File: src/rtl/pipe_pkg.sv
// Shared definitions for the elastic pipeline-stage buffer: occupancy state
// encoding and the default channel width.
package pipe_pkg;

    typedef enum logic [1:0] {
        EMPTY = 2'd0,
        ONE   = 2'd1,
        FULL  = 2'd2
    } pipe_state_e;

    localparam int PIPE_DEFAULT_WIDTH = 32;

endpackage

File: src/rtl/pipe_sat_counter.sv
// Saturating event counter: counts cycles with inc high, sticks at all-ones.
// Single-cycle update, no backpressure; asynchronous active-high reset to zero.
module pipe_sat_counter #(
    parameter int W = 16
) (
    input  logic         clk,
    input  logic         rst,
    input  logic         inc,
    output logic [W-1:0] cnt
);

    logic [W-1:0] r_cnt;

    always_ff @(posedge clk or posedge rst) begin
        if (rst) begin
            r_cnt <= '0;
        end else if (inc && (r_cnt != {W{1'b1}})) begin
            r_cnt <= r_cnt + W'(1);
        end
    end

    assign cnt = r_cnt;

endmodule

File: src/rtl/pipe_buffer.sv
// Two-entry elastic pipeline buffer (main + skid): one-cycle latency, full throughput,
// in_ready/out_valid decoded from registered state only. Stall/flush counters under PIPE_BUFFER_STATS_EN.
module pipe_buffer
    import pipe_pkg::*;
#(
    parameter int               WIDTH   = PIPE_DEFAULT_WIDTH,
    parameter int               NCH     = 2,
    parameter logic [WIDTH-1:0] RST_VAL = '0
) (
    input  logic                 clk,
    input  logic                 rst,
    input  logic                 flush,
    input  logic                 in_valid,
    output logic                 in_ready,
    input  logic [NCH*WIDTH-1:0] in_data,
    output logic                 out_valid,
    input  logic                 out_ready,
    output logic [NCH*WIDTH-1:0] out_data,
    output logic [1:0]           occupancy
`ifdef PIPE_BUFFER_STATS_EN
    ,
    output logic [31:0]          stall_cnt,
    output logic [15:0]          flush_cnt
`endif
);

    localparam int DW = NCH * WIDTH;

    pipe_state_e   r_state;
    pipe_state_e   w_state_nxt;
    logic [DW-1:0] r_main;
    logic [DW-1:0] r_skid;

    logic w_in_fire;
    logic w_out_fire;
    logic w_ld_main;
    logic w_main_from_skid;
    logic w_ld_skid;

    assign out_valid  = (r_state != EMPTY);
    assign in_ready   = (r_state != FULL);
    assign occupancy  = r_state;
    assign out_data   = r_main;

    assign w_in_fire  = in_valid & in_ready;
    assign w_out_fire = out_valid & out_ready;

    always_ff @(posedge clk or posedge rst) begin
        if (rst) begin
            r_state <= EMPTY;
        end else begin
            r_state <= w_state_nxt;
        end
    end

    always_comb begin
        w_state_nxt      = r_state;
        w_ld_main        = 1'b0;
        w_main_from_skid = 1'b0;
        w_ld_skid        = 1'b0;
        case (r_state)
            EMPTY: begin
                if (w_in_fire) begin
                    w_state_nxt = ONE;
                    w_ld_main   = 1'b1;
                end
            end
            ONE: begin
                if (w_in_fire && w_out_fire) begin
                    w_ld_main = 1'b1;
                end else if (w_in_fire) begin
                    w_state_nxt = FULL;
                    w_ld_skid   = 1'b1;
                end else if (w_out_fire) begin
                    w_state_nxt = EMPTY;
                end
            end
            FULL: begin
                if (w_out_fire) begin
                    w_state_nxt      = ONE;
                    w_ld_main        = 1'b1;
                    w_main_from_skid = 1'b1;
                end
            end
            default: begin
                w_state_nxt = EMPTY;
            end
        endcase
        // Squash overrides every transfer; payload registers simply keep stale data.
        if (flush) begin
            w_state_nxt      = EMPTY;
            w_ld_main        = 1'b0;
            w_main_from_skid = 1'b0;
            w_ld_skid        = 1'b0;
        end
    end

    always_ff @(posedge clk or posedge rst) begin
        if (rst) begin
            r_main <= {NCH{RST_VAL}};
            r_skid <= {NCH{RST_VAL}};
        end else begin
            if (w_ld_main) begin
                r_main <= w_main_from_skid ? r_skid : in_data;
            end
            if (w_ld_skid) begin
                r_skid <= in_data;
            end
        end
    end

`ifdef PIPE_BUFFER_STATS_EN
    logic w_stall_inc;
    logic w_flush_inc;

    assign w_stall_inc = out_valid & ~out_ready;
    assign w_flush_inc = flush & (r_state != EMPTY);

    pipe_sat_counter #(.W(32)) u_stall_cnt (
        .clk (clk),
        .rst (rst),
        .inc (w_stall_inc),
        .cnt (stall_cnt)
    );

    pipe_sat_counter #(.W(16)) u_flush_cnt (
        .clk (clk),
        .rst (rst),
        .inc (w_flush_inc),
        .cnt (flush_cnt)
    );
`endif

endmodule

File: config.mk
export PLATFORM = sky130hd
export DESIGN_NAME = pipe_buffer
export DESIGN_NICKNAME = d
export VERILOG_FILES = /design/src/rtl/pipe_pkg.sv /design/src/rtl/pipe_sat_counter.sv /design/src/rtl/pipe_buffer.sv
export SDC_FILE = /design/constraint.sdc
export NUM_CORES = 1
export LEC_CHECK = 0
export CAP_MARGIN = 0
export CORE_MARGIN = 2
export CORE_UTILIZATION = 35
export CTS_CLUSTER_DIAMETER = 100
export CTS_CLUSTER_SIZE = 14
export DETAILED_ROUTE_END_ITERATION = 10
export PLACE_DENSITY = 0.58
export SLEW_MARGIN = 10
export SYNTH_ARGS = -nofsm -noshare
export SYNTH_HDL_FRONTEND = slang
export SYNTH_HIERARCHICAL = 1
export SYNTH_SLANG_ARGS = --single-unit
File: constraint.sdc
create_clock -name clk -period 7.3 [get_ports clk]
set_input_delay 2.19 -clock clk [delete_from_list [all_inputs] [get_ports clk]]
set_output_delay 2.19 -clock clk [all_outputs]
set_load 0.01 [all_outputs]
=== Word level (Yosys, flattened, before mapping) ===
Cells that the tools add are included.

* Output and inout port bits: 68
* Memory bits (read-only): 0
* Memory bits (writable): 0
* Bits in latches: 0
* Input port bits: 69
* Memories kept: 0
* Bits in registers: 130
* Word-level logic and storage cells: 34

* Reduce and logical (&&, ||, !) cells: 4
* Magnitude comparators: 0
* $add $sub $neg: 0
* Divide/modulo/power cells: 0
* Mux-type cells: 18
* Multipliers: 0
* Shift-type cells: 0
* Equality and inequality tests: 7
* Bitwise logic cells: 2

{| class="wikitable"
|+ Operator list
! operator !! count
|-
| two-way mux 64 bit || 1
|-
| two-way mux 2 bit || 6
|-
| two-way mux 1 bit || 9
|-
| != test 3 bit (second input constant) || 3
|-
| case mux 2 bit (3 select lines) || 1
|-
| != test 4 bit (second input constant) || 1
|-
| AND reduction 4 bit || 1
|-
| case mux 1 bit (3 select lines) || 1
|-
| bitwise AND 1 bit || 2
|-
| == test 2 x 1 -> 1 bit (second input constant) || 1
|-
| == test 2 bit (second input constant) || 1
|-
| logical NOT 2 bit || 1
|-
| != test 2 bit (second input constant) || 1
|-
| nonzero test 2 bit || 1
|-
| logical AND 1 bit || 1
|}

=== Longest topological paths before layout ===
* Word-level depth: 7
* Mapped depth: 6
* Mapped depth without buffers: 3

=== Least setup slack after synthesis ===
Ideal clock, no wire load.

* Path kind: input-to-reg
* Start: input port out_ready
* End: register r_main[23], in the netlist out_data[23]
* Library setup time: 0.127 ns
* Path slack: 3.713 ns
* Buffers on the path: 2
* Required time: 7.173 ns
* Arrival time: 3.460 ns
* Stages: 5
* Cell sequence: nor4bb_1 -> buf_2 -> buf_2 -> mux2_2 -> mux2_1

* Longest elaborated chain between the ends: 5
* Elaborated cells on any way between the ends: 9
* Those cells by class: 7 x mux; 1 x bitwise; 1 x reduce/logical

{| class="wikitable"
|+ Ends and longest elaborated chain
! element !! RTL line !! RTL
|-
| start: declaration || pipe_buffer.sv:17 || <nowiki>input logic out_ready,</nowiki>
|-
| bitwise AND 1 bit * || pipe_buffer.sv:46 || <nowiki>assign w_out_fire = out_valid & out_ready;</nowiki>
|-
| logical AND 1 bit / two-way mux 1 bit (equally long branches) || pipe_buffer.sv:69, pipe_buffer.sv:79 ||
|-
| two-way mux 1 bit, on equally long branches || pipe_buffer.sv:69, pipe_buffer.sv:61 ||
|-
| case mux 1 bit (3 select lines) / two-way mux 1 bit (equally long branches) || pipe_buffer.sv:61, pipe_buffer.sv:90 ||
|-
| two-way mux 1 bit / two-way mux 64 bit (equally long branches) || pipe_buffer.sv:90, pipe_buffer.sv:104 ||
|-
| end signal: assignment || pipe_buffer.sv:100 || <nowiki>r_main <= {NCH{RST_VAL}};</nowiki>
|-
| end signal: assignment || pipe_buffer.sv:104 || <nowiki>r_main <= w_main_from_skid ? r_skid : in_data;</nowiki>
|-
| end: declaration || pipe_buffer.sv:31 || <nowiki>logic [DW-1:0] r_main;</nowiki>
|}

Mark *: on every way between the ends. The rest lies on a longest branch, timed or not.
A chain may end at the register's enable or synchronous reset.

=== Worst setup path in the final report ===
* Start: input port flush
* End: register r_main[3], in the netlist out_data[3]

* Longest elaborated chain between the ends: 2
* Elaborated cells on any way between the ends: 3
* Those cells by class: 3 x mux

{| class="wikitable"
|+ Ends and longest elaborated chain
! element !! RTL line !! RTL
|-
| start: declaration || pipe_buffer.sv:12 || <nowiki>input logic flush,</nowiki>
|-
| two-way mux 1 bit || pipe_buffer.sv:90 || <nowiki>if (flush) begin</nowiki>
|-
| two-way mux 64 bit || pipe_buffer.sv:104 ||
|}

Parallel ways exist; a longest one is shown, timed or not.

==> results.py <==
metrics = {
    "critical_path": {
        "crit_path_max_incr_delay_ns": 0.78,
        "worst-path-buf-inv": 2,
        "cp.depth": 5,
        "crit_chain": "clkdlybuf4s50_1 -> or4bb_1 -> o31ai_4 -> buf_4 -> mux2_2",
        "worstSetupPathType": "input port to register",
        "critical_path.top_delay_family": "buffers and inverters",
        "r2r_setup_slack_ns": 4.82,
        "critPathLaunchType": "input port",
        "cp.arrival_ns": 4.62,
        "endpoint_kind": "register",
        "crit_required_ns": 7.58,
        "crit_end": "out_data[3]",
        "r2r_cells": 4,
        "r2r_start": "occupancy[1]",
        "worstPathMaxFanout": 64,
        "startpoint": "flush",
        "reg2reg_to": "out_data[3]",
        "crit_slowest_cell": "buf_4",
    },
    "power_and_ir_drop": {
        "power_density_mw_per_mm2": 287,
        "ir_drop_mv": 0.173,
        "p_total_mw": 2.24,
        "p_leak_nw": 3.23,
    },
    "placement": {
        "dp.cells": 694,
        "place_area_mm2": 0.00726,
        "gp_congestion": 0.651,
        "dp_hpwl_um": 7190,
        "port_buffers": 136,
    },
    "detailed_routing": {
        "drt_iter0_drc": 94,
        "vias_per_cell": 4.65,
        "wl_per_cell_um": 16.1,
        "vias": 3369,
        "drc_errors": 0,
        "routed-wl-met3_um": 899,
        "routed.top_layer": "met4",
        "drt_wl_total_um": 11700,
        "dr_wl_met2_um": 5480,
        "firstDrtPassIters": 5,
        "wl_met1_um": 5230,
        "ant_nets": 0,
    },
    "floorplan": {
        "die_w_um": 132,
        "start_util_pct": 35.9,
        "io-pin-count": 137,
        "dieArea_mm2": 0.0174,
        "fp.dieH_um": 132,
        "coreArea_mm2": 0.0159,
        "core.rowCount": 46,
    },
    "synthesis": {
        "syn_area_per_cell_um2": 15.9,
        "synth-seq-area-share_pct": 56.9,
        "yosysWarnings": 6,
        "syn_inst": 359,
        "synth_nets": 428,
        "synth_cell_types": 21,
        "syn_area_mm2": 0.00572,
        "synth-seq-cells": 130,
    },
    "sta": {
        "worst_pin_slew_ns": 1.05,
        "setup-tns-final_ns": 0,
        "fin_crit_ns": 4.34,
        "slew_viol_final": 0,
        "max_slew_margin_pct": 30.1,
        "fmax_mhz": 231,
        "finalCritPeriodShare_pct": 59.4,
        "finClkSkew_ns": 0.00844,
        "setup_viol": 0,
        "rsz0062_at_grt": "false",
        "hold_viol": 0,
    },
    "cells_and_area": {
        "drive_above_1_share_pct": 44.6,
        "fillers": 1377,
        "fin_nets": 566,
        "diodes": 0,
        "instances_no_fill": 725,
        "syn_to_final_growth_pct": 36.5,
        "fin_area_mm2": 0.00780,
    },
    "clock_network": {
        "clk_pin_slew_ns": 0.05,
        "cts_resized": 0,
        "clockBufferDepth": 2,
        "cts_setup_buffers": 0,
        "clk_latency_ns": 0.41,
        "ctsHoldBuffers": 0,
        "cts.sinks": 130,
        "cts_buffers": 17,
        "cts_tree": "yes",
        "h-tree-depth": 4,
        "cts-root-buf": "clkbuf_16",
    },
    "global_route": {
        "grt_pass1_wl_um": 19600,
        "grt_max_degree": 84,
        "grt_overflow": 0,
        "antenna_found_initial": 0,
        "grt_use_total_pct": 14.3,
        "grt_pass1_vias": 3793,
    },
    "outcome": {
        "status": "finished, final reports clean",
    },
    "job": {
        "max-cap-violations": 0,
    },
    "hold_path": {
        "min_path_type": "register to register",
    },
}
[worst register-to-register path, stage by stage (launching register included)]
cell and delay [ns]:
dfrtp_1 0.46, or4bb_1 0.58, o31ai_4 0.08, buf_4 0.78, mux2_2 0.46
[logic make-up (layout without fill, tap and decap cells)]
group	after synthesis	in the layout	share of synthesized area (%)
flip-flops	130	130	56.9
multiplexers	193	193	38.6
buffers and inverters	21	171	2.47
AND/OR/NAND/NOR	11	11	1.23
AO/OA/AOI/OAI	4	4	0.766
[cell usage after synthesis]
cell type	instances	area, um2
mux2_2	181	2040
dfrtp_1	130	3250
buf_2	14	70.1
mux2_4	10	150
buf_6	6	67.6
nand2_1	2	7.51
nor2_1	2	7.51
a21boi_0	1	7.51
a21oi_1	1	5.00
inv_1	1	3.75
mux2_1	1	11.3
mux2i_1	1	10.0
nand3_1	1	5.00
nor2b_1	1	6.26
nor4bb_1	1	10.0
o21ba_2	1	10.0
o31ai_4	1	21.3
or2_2	1	6.26
or2b_1	1	7.51
or3b_2	1	8.76
or4bb_1	1	11.3
[power breakdown]
| part | internal (mW) | total [mW] | switching (mW) |
|---|---|---|---|
| logic | 0.319 | 0.479 | 0.159 |
| clock network | 0.490 | 0.778 | 0.287 |
| registers | 0.898 | 0.986 | 0.0887 |
[worst min path at each step]
stage          cells past startpoint          from  slack [ns]            to
3_5_place_dp                       1    r_skid[51]        0.49    r_skid[51]
2_1_floorplan                      1     r_skid[0]        0.47     r_skid[0]
6_report                           1     r_skid[3]        0.50     r_skid[3]
4_1_cts                            1    r_skid[10]        0.50    r_skid[10]
3_3_place_gp                       1  out_data[23]        0.47  out_data[23]
5_1_grt                            1    r_skid[21]        0.51    r_skid[21]
[flip-flops by register name, indices dropped and copies added (netlist names)]
name	cells
out_data	64
r_skid	64
occupancy	2
[layer usage]
metal  track usage (%)  vias up
met1              18.0     1693
li1                  -     1569
met2              22.2      101
met3              6.31        6
met5                 0        -
met4              4.35        0
[cell type report]
type	count	area, um2	share of cell area [%]
Multi-Input combinational cell	208	2350	30.1
Clock inverter	6	55.1	0.705
Inverter	1	6.26	0.0802
Tap cell	216	270	3.46
Timing Repair Buffer	139	1380	17.7
Clock buffer	25	485	6.22
Sequential cell	130	3250	41.7
[layout by cell type, fill, tap and decap left out, types with 2 or more instances in the layout]
cell type / count
buf_4: 3
clkbuf_1: 5
clkbuf_16: 17
clkbuf_8: 3
clkdlybuf4s50_1: 136
clkinv_2: 5
dfrtp_1: 130
mux2_2: 181
mux2_4: 10
nand2_1: 2
nor2_1: 2
[through the flow]
| stage | worst slack [ns] | utilization (%) | hold WS [ns] |
|---|---|---|---|
| 6_report | 2.96 | 49.0 | 0.497 |
| 5_1_grt | 2.85 | 49.0 | 0.513 |
| 4_1_cts | 2.93 | 49.0 | 0.502 |
| 3_5_place_dp | 2.50 | 45.6 | 0.487 |
| 3_3_place_gp | 2.54 | 45.6 | 0.471 |
| 2_1_floorplan | 1.64 | - | 0.474 |
No activity file was read; power rests on OpenSTA's default activity.
